File: config.mk
export PLATFORM = sky130hd
export DESIGN_NAME = alu_issue_ctrl
export DESIGN_NICKNAME = d
export VERILOG_FILES = /design/src/rtl/alu_pkg.sv /design/src/rtl/alu_issue_decode.sv /design/src/rtl/alu_issue_ctrl.sv
export SDC_FILE = /design/constraint.sdc
export NUM_CORES = 1
export LEC_CHECK = 0
export CAP_MARGIN = 20
export CORE_MARGIN = 2
export CORE_UTILIZATION = 41
export CTS_CLUSTER_DIAMETER = 120
export DETAILED_ROUTE_END_ITERATION = 10
export PLACE_DENSITY_LB_ADDON = 0.1
export SYNTH_ARGS = -nofsm -noshare
export SYNTH_HDL_FRONTEND = slang
export SYNTH_SLANG_ARGS = --single-unit
File: constraint.sdc
create_clock -name Clk -period 2 [get_ports Clk]
set_input_delay 0.3 -clock Clk [delete_from_list [all_inputs] [get_ports Clk]]
set_output_delay 0.3 -clock Clk [all_outputs]
set_load 0.05 [all_outputs]
File: src/rtl/alu_pkg.sv
// alu_pkg: ALU operation codes, MIPS opcode/funct values and the issue FSM encoding
// shared by alu_issue_ctrl and its decoder.
package alu_pkg;

  localparam logic [2:0] ALU_AND = 3'b000;
  localparam logic [2:0] ALU_OR  = 3'b001;
  localparam logic [2:0] ALU_ADD = 3'b010;
  localparam logic [2:0] ALU_SUB = 3'b110;
  localparam logic [2:0] ALU_SLT = 3'b111;

  localparam logic [5:0] OPC_RTYPE = 6'h00;
  localparam logic [5:0] OPC_BEQ   = 6'h04;
  localparam logic [5:0] OPC_BNE   = 6'h05;
  localparam logic [5:0] OPC_ADDI  = 6'h08;
  localparam logic [5:0] OPC_SLTI  = 6'h0A;
  localparam logic [5:0] OPC_ANDI  = 6'h0C;
  localparam logic [5:0] OPC_ORI   = 6'h0D;
  localparam logic [5:0] OPC_LW    = 6'h23;
  localparam logic [5:0] OPC_SW    = 6'h2B;

  localparam logic [5:0] FN_ADD  = 6'h20;
  localparam logic [5:0] FN_ADDU = 6'h21;
  localparam logic [5:0] FN_SUB  = 6'h22;
  localparam logic [5:0] FN_SUBU = 6'h23;
  localparam logic [5:0] FN_AND  = 6'h24;
  localparam logic [5:0] FN_OR   = 6'h25;
  localparam logic [5:0] FN_SLT  = 6'h2A;

  typedef enum logic [1:0] {
    ST_IDLE,
    ST_ISSUE,
    ST_CAPTURE,
    ST_DONE
  } state_t;

  typedef enum logic [1:0] {
    BR_NONE,
    BR_EQ,
    BR_NE
  } br_kind_t;

  // CarryOut from the ALU only means something for the arithmetic ops
  function automatic logic op_has_carry(input logic [2:0] op);
    return (op == ALU_ADD) || (op == ALU_SUB);
  endfunction

endpackage

File: src/rtl/alu_issue_decode.sv
// alu_issue_decode: combinational instruction decode to ALU op, operand selection,
// destination, write enable and branch kind. ALU_OVF_EN adds the overflow-check flag.
module alu_issue_decode
  import alu_pkg::*;
(
  input  logic [31:0] instr,
  output logic [2:0]  op,
  output logic        use_imm,
  output logic        sign_ext,
  output logic [4:0]  dest,
  output logic        wr_en,
  output br_kind_t    br_kind,
`ifdef ALU_OVF_EN
  output logic        ovf_chk,
`endif
  output logic        illegal
);

  logic [5:0] opcode;
  logic [5:0] funct;
  logic       unused_fields;

  assign opcode        = instr[31:26];
  assign funct         = instr[5:0];
  assign unused_fields = ^{instr[25:21], instr[10:6]};

  always_comb begin
    op       = ALU_AND;
    use_imm  = 1'b1;
    sign_ext = 1'b0;
    dest     = instr[20:16];
    wr_en    = 1'b0;
    br_kind  = BR_NONE;
    illegal  = 1'b0;
`ifdef ALU_OVF_EN
    ovf_chk  = 1'b0;
`endif
    case (opcode)
      OPC_RTYPE: begin
        use_imm = 1'b0;
        dest    = instr[15:11];
        wr_en   = 1'b1;
        case (funct)
          FN_ADD: begin
            op = ALU_ADD;
`ifdef ALU_OVF_EN
            ovf_chk = 1'b1;
`endif
          end
          FN_ADDU: op = ALU_ADD;
          FN_SUB: begin
            op = ALU_SUB;
`ifdef ALU_OVF_EN
            ovf_chk = 1'b1;
`endif
          end
          FN_SUBU: op = ALU_SUB;
          FN_AND:  op = ALU_AND;
          FN_OR:   op = ALU_OR;
          FN_SLT:  op = ALU_SLT;
          default: begin
            illegal = 1'b1;
            wr_en   = 1'b0;
          end
        endcase
      end
      OPC_ADDI: begin
        op       = ALU_ADD;
        sign_ext = 1'b1;
        wr_en    = 1'b1;
`ifdef ALU_OVF_EN
        ovf_chk  = 1'b1;
`endif
      end
      OPC_SLTI: begin
        op       = ALU_SLT;
        sign_ext = 1'b1;
        wr_en    = 1'b1;
      end
      OPC_ANDI: begin
        op    = ALU_AND;
        wr_en = 1'b1;
      end
      OPC_ORI: begin
        op    = ALU_OR;
        wr_en = 1'b1;
      end
      OPC_LW, OPC_SW: begin
        op       = ALU_ADD;
        sign_ext = 1'b1;
      end
      OPC_BEQ, OPC_BNE: begin
        op      = ALU_SUB;
        use_imm = 1'b0;
        br_kind = (opcode == OPC_BEQ) ? BR_EQ : BR_NE;
      end
      default: illegal = 1'b1;
    endcase
  end

endmodule

File: src/rtl/alu_issue_ctrl.sv
// alu_issue_ctrl: accepts one instruction, drives an external combinational ALU and
// returns a registered execute result. Define ALU_OVF_EN to add the Overflow output.
//
// state      | meaning
// ST_IDLE    | InReady=1, waiting for InValid; Op/A/B registered on accept
// ST_ISSUE   | Op/A/B presented to the ALU
// ST_CAPTURE | ALU response sampled into the result registers
// ST_DONE    | OutValid=1, outputs held until OutReady
module alu_issue_ctrl
  import alu_pkg::*;
#(
  parameter int WIDTH = 32,
  parameter int OP_W  = 3
) (
  input  logic             Clk,
  input  logic             Reset_n,
  input  logic             InValid,
  output logic             InReady,
  input  logic [31:0]      Instr,
  input  logic [WIDTH-1:0] RsData,
  input  logic [WIDTH-1:0] RtData,
  output logic [OP_W-1:0]  Op,
  output logic [WIDTH-1:0] A,
  output logic [WIDTH-1:0] B,
  input  logic [WIDTH-1:0] AluResult,
  input  logic             AluZero,
  input  logic             AluCarry,
  output logic             OutValid,
  input  logic             OutReady,
  output logic [WIDTH-1:0] Result,
  output logic [4:0]       DestReg,
  output logic             WriteEn,
  output logic             BranchTaken,
  output logic             CarryOut,
`ifdef ALU_OVF_EN
  output logic             Overflow,
`endif
  output logic             Illegal
);

  state_t     state;
  logic [2:0] dec_op;
  logic       dec_use_imm, dec_sign_ext, dec_wr_en, dec_illegal;
  logic [4:0] dec_dest;
  br_kind_t   dec_br_kind;
  logic [WIDTH-1:0] imm_ext;

  logic [4:0] dest_q;
  logic       we_q, ill_q, carry_ok_q;
  br_kind_t   br_q;
  logic       ovf_now;

  alu_issue_decode u_decode (
    .instr    (Instr),
    .op       (dec_op),
    .use_imm  (dec_use_imm),
    .sign_ext (dec_sign_ext),
    .dest     (dec_dest),
    .wr_en    (dec_wr_en),
    .br_kind  (dec_br_kind),
`ifdef ALU_OVF_EN
    .ovf_chk  (dec_ovf_chk),
`endif
    .illegal  (dec_illegal)
  );

  assign imm_ext = dec_sign_ext ? {{(WIDTH-16){Instr[15]}}, Instr[15:0]}
                                : {{(WIDTH-16){1'b0}}, Instr[15:0]};

`ifdef ALU_OVF_EN
  logic dec_ovf_chk, ovf_chk_q, ovf_sub_q;
  // signed overflow judged from the operand and result sign bits only
  assign ovf_now = ovf_chk_q
                 & (ovf_sub_q ? (A[WIDTH-1] != B[WIDTH-1]) : (A[WIDTH-1] == B[WIDTH-1]))
                 & (AluResult[WIDTH-1] != A[WIDTH-1]);
`else
  assign ovf_now = 1'b0;
`endif

  always_ff @(posedge Clk or negedge Reset_n) begin
    if (!Reset_n) begin
      state       <= ST_IDLE;
      InReady     <= 1'b1;
      OutValid    <= 1'b0;
      Op          <= '0;
      A           <= '0;
      B           <= '0;
      Result      <= '0;
      DestReg     <= '0;
      WriteEn     <= 1'b0;
      BranchTaken <= 1'b0;
      CarryOut    <= 1'b0;
      Illegal     <= 1'b0;
      dest_q      <= '0;
      we_q        <= 1'b0;
      ill_q       <= 1'b0;
      carry_ok_q  <= 1'b0;
      br_q        <= BR_NONE;
`ifdef ALU_OVF_EN
      Overflow    <= 1'b0;
      ovf_chk_q   <= 1'b0;
      ovf_sub_q   <= 1'b0;
`endif
    end else begin
      case (state)
        ST_IDLE: begin
          if (InValid) begin
            state      <= ST_ISSUE;
            InReady    <= 1'b0;
            dest_q     <= dec_dest;
            we_q       <= dec_wr_en;
            ill_q      <= dec_illegal;
            br_q       <= dec_br_kind;
            carry_ok_q <= op_has_carry(dec_op);
`ifdef ALU_OVF_EN
            ovf_chk_q  <= dec_ovf_chk;
            ovf_sub_q  <= (dec_op == ALU_SUB);
`endif
            if (dec_illegal) begin
              Op <= '0;
              A  <= '0;
              B  <= '0;
            end else begin
              Op <= OP_W'(dec_op);
              A  <= RsData;
              B  <= dec_use_imm ? imm_ext : RtData;
            end
          end
        end
        ST_ISSUE: state <= ST_CAPTURE;
        ST_CAPTURE: begin
          state    <= ST_DONE;
          OutValid <= 1'b1;
          DestReg  <= dest_q;
          Illegal  <= ill_q;
          if (ill_q) begin
            Result      <= '0;
            WriteEn     <= 1'b0;
            BranchTaken <= 1'b0;
            CarryOut    <= 1'b0;
`ifdef ALU_OVF_EN
            Overflow    <= 1'b0;
`endif
          end else begin
            Result      <= AluResult;
            WriteEn     <= we_q & ~ovf_now;
            BranchTaken <= (br_q == BR_EQ) ? AluZero : (br_q == BR_NE) ? ~AluZero : 1'b0;
            CarryOut    <= carry_ok_q & AluCarry;
`ifdef ALU_OVF_EN
            Overflow    <= ovf_now;
`endif
          end
        end
        ST_DONE: begin
          if (OutReady) begin
            state    <= ST_IDLE;
            OutValid <= 1'b0;
            InReady  <= 1'b1;
          end
        end
        default: state <= ST_IDLE;
      endcase
    end
  end

endmodule

==> key figures <==
Global routing
  • Largest net degree at the start of global routing: 52
  • GRT Util Overall: 22.0%
  • Total gr overflow: 0
  • Vias in the first global route: 4450
  • Initial antenna violation count: 0
  • Wire length of the first global-routing pass: 22.8 mm

Power
  • Switch Pwr: 4.94 mW
  • Power per cell area: 1420 mW/mm2
  • Leakage power: 3.74 nW
  • Clk network pwr share: 24.0%
  • Int Power: 7.17 mW
  • Sw Share: 40.8%
  • Seq pwr share: 30.2%
  • Peak VDD IR: 0.743 mV
  • Combinational fraction of design power: 45.8%

Timing
  • Final setup violation count: 0
  • Achievable Freq: 0.508 GHz
  • Worst Tran Pin Value: 0.560 ns
  • Clock skew: 0.00541 ns
  • Final Hold Fails: 0
  • Min Clock Period, post-route: 1.97 ns
  • Slew Limit Headroom: 62.5%
  • Slew Viols, Final: 0
  • Tcrit/Tclk final: 98.5%

Setup path
  • Critical path class: primary input to register
  • Critical path arrival: 2.28 ns
  • Crit path buffers/inverters: 2
  • Crit-path max cell delay: 0.53 ns
  • Worst-path maximum fanout: 8
  • Top cell family by delay on the critical path: buffers and inverters
  • Crit path cell chain: clkdlybuf4s50_1 -> or4b_4 -> a311oi_4 -> buf_4 -> a31oi_4 -> o31ai_1
  • CP max stage cell: clkdlybuf4s50_1
  • Critical path startpoint category: primary input
  • Setup crit end kind: register
  • WP data required: 2.31 ns

Finish
  • Commonest cells after routing, fill and taps aside: clkdlybuf4s50_1, dfrtp_1, a22o_1, nand2_1, buf_4
  • Area Overhead vs Synth: 66.7%
  • ANT cells: 0
  • Layout cells sized above 1: 13.3%
  • Nets: 823
  • Finished Layout Cells: 866
  • Filler cells: 928
  • Final instance area: 0.00855 mm2
  • Most common cell after layout, fill and taps aside: clkdlybuf4s50_1

Drt
  • WL final: 14.6 mm
  • Routed Antenna Nets: 0
  • Vias per cell: 5.04
  • Iter 0 DRT Violations: 319
  • 1st-pass router iterations: 4
  • Vias post-DR: 4362
  • DRC: 0
  • Drt wl/cell: 16.8 um

Clocking
  • Clk buf depth: 2
  • Worst-path clk slew: 0.05 ns
  • Total CTS buffers: 17
  • Clock Latency Late Sink: 0.41 ns
  • CTS tree: done
  • TritonCTS Sinks: 122
  • H-tree depth: 4
  • Root buf cell: clkbuf_16

Synthesis
  • YS warnings: 0
  • Main combinational cell family by area after synthesis: compound AO/OA/AOI/OAI gates
  • Synth Area in XOR/XNOR: 0%
  • Mapped Cells: 423
  • Post-synthesis compound-gate area fraction: 20.7%
  • Syn Area/Cell: 12.1 um2
  • Mux share of post-synthesis cell area: 5.83%
  • Syn_nets: 560
  • Adder-cell share of the synthesized area: 0.732%
  • Number of library cell types mapped by synthesis: 48
  • Seq/Total Area, Yosys: 59.5%
  • Simple-gate share of the synthesized area: 9.12%
  • Cell Area, Synth: 0.00513 mm2
  • Yosys reg bits: 122

Job
  • Maximum Capacitance Violations: 0

Place
  • Routability cong.: 0.831
  • Post-placement cell area: 0.00789 mm2
  • Hpwl dp: 10.3 mm
  • I/O Buffers: 238
  • Cells after DPL: 830

Min path
  • Hold WC Path Type: primary input to asynchronous set/reset pin

Die
  • Die W: 116 um
  • Total Die Area: 0.0134 mm2
  • Core ar.: 0.0121 mm2
  • IO Pins: 244
  • Die Ht: 116 um
  • Initial Util: 42.4%
  • Core Rows: 40

Outcome
  • Status: finished clean
==> cell families after synthesis <==
kind of cell | Yosys count
adder cells (fa/ha/maj) | 3
flip-flops | 122
multiplexers | 29
buffers and inverters | 41
AO/OA/AOI/OAI | 135
AND/OR/NAND/NOR | 93
==> worst paths after layout <==
check	start	end	slack [ns]	cells past startpoint
setup / recovery	Instr[29]	B[23]	0.03	6
hold / removal	Reset_n	Result[24]	0.40	2
setup reg to reg	state[0]	B[23]	0.10	7
hold reg to reg	B[21]	B[21]	0.47	2
max in group asynchronous	Reset_n	InReady	0.94	3
min in group Clk	AluResult[30]	Result[30]	0.47	3
==> metal layers <==
| metal | vias to the layer above | global-route usage (%) | share of wire (%) |
|---|---|---|---|
| met5 | - | 0 | 0 |
| met4 | 0 | 7.62 | 1.5 |
| met3 | 17 | 7.48 | 7.3 |
| met2 | 162 | 35.6 | 49 |
| met1 | 2094 | 27.7 | 43 |
| li1 | 2089 | - | - |
==> timing repair <==
action,in CTS,in global routing
gates resized for setup,6,7
hold endpoints to repair,33,0
pin swaps,2,2
setup buffers,2,0
gates cloned,1,1
hold buffers,1,0
setup endpoints to repair,28,28
==> registers in the layout, indices dropped and copies added (netlist names), 2 cells and up <==
| name | count |
|---|---|
| DestReg | 5 |
| B | 32 |
| A | 32 |
| Result | 32 |
| br_q | 2 |
| state | 2 |
| Op | 3 |
| dest_q | 5 |
==> cells in the mapped netlist, drive strengths merged <==
master / number / area (um2)
and3b: 1 / 8.76
nor4: 1 / 6.26
dfrtp: 121 / 3030
nor3b: 1 / 7.51
a221oi: 1 / 15.0
a311oi: 1 / 15.0
nand2: 49 / 184
nor2: 22 / 106
mux2: 7 / 78.8
a21oi: 4 / 20.0
o41ai: 4 / 35.0
or4bb: 3 / 33.8
o22ai: 1 / 6.26
a2111oi: 1 / 15.0
o31ai: 18 / 135
or3b: 2 / 17.5
a22o: 65 / 569
dfstp: 1 / 26.3
nand2b: 3 / 18.8
o2bb2ai: 1 / 8.76
nor4bb: 1 / 10.0
a32o: 1 / 10.0
nand4b: 1 / 8.76
a31oi: 4 / 40.0
or4: 2 / 15.0
and2: 2 / 12.5
a211o: 1 / 8.76
or4b: 1 / 13.8
buf: 9 / 85.1
inv: 9 / 33.8
mux2i: 22 / 220
o31a: 1 / 8.76
a31o: 1 / 8.76
clkbuf: 23 / 90.1
o32a: 1 / 10.0
ha: 3 / 37.5
o21ai: 27 / 135
or2: 2 / 12.5
nor2b: 2 / 12.5
a211oi: 3 / 22.5
==> through the flow <==
stage          setup WS (ns)  TNS (ns)  util [%]  power [mW]  hold slack (ns)
2_1_floorplan          0.164         0         -        7.16          0.00441
3_3_place_gp          -0.444    -26.48      65.1        9.13            0.283
3_5_place_dp          -0.518    -30.34      65.1        9.23            0.291
4_1_cts               0.0340         0      70.3        12.2            0.398
5_1_grt              -0.0249   -0.0613      70.6        12.7            0.432
6_report              0.0297         0      70.6        12.1            0.400
==> power by group through the flow <==
stage,Combinational [mW],Sequential (mW),Clock (mW)
floorplan,1.26,5.90,0
global placement,5.48,3.64,0
detailed placement,5.55,3.68,0
CTS,5.57,3.65,2.96
global route,5.83,3.74,3.09
finish,5.55,3.65,2.91
==> layout make-up <==
type	count	area, um2	share of cell area [%]
Inverter	9	33.8	0.395
Multi-Input combinational cell	262	1950	22.8
Clock buffer	23	468	5.47
Sequential cell	122	3050	35.7
Clock inverter	8	95.1	1.11
Timing Repair Buffer	274	2740	32.0
Tap cell	168	210	2.46
Note: power is estimated with default switching activity, not from simulation.
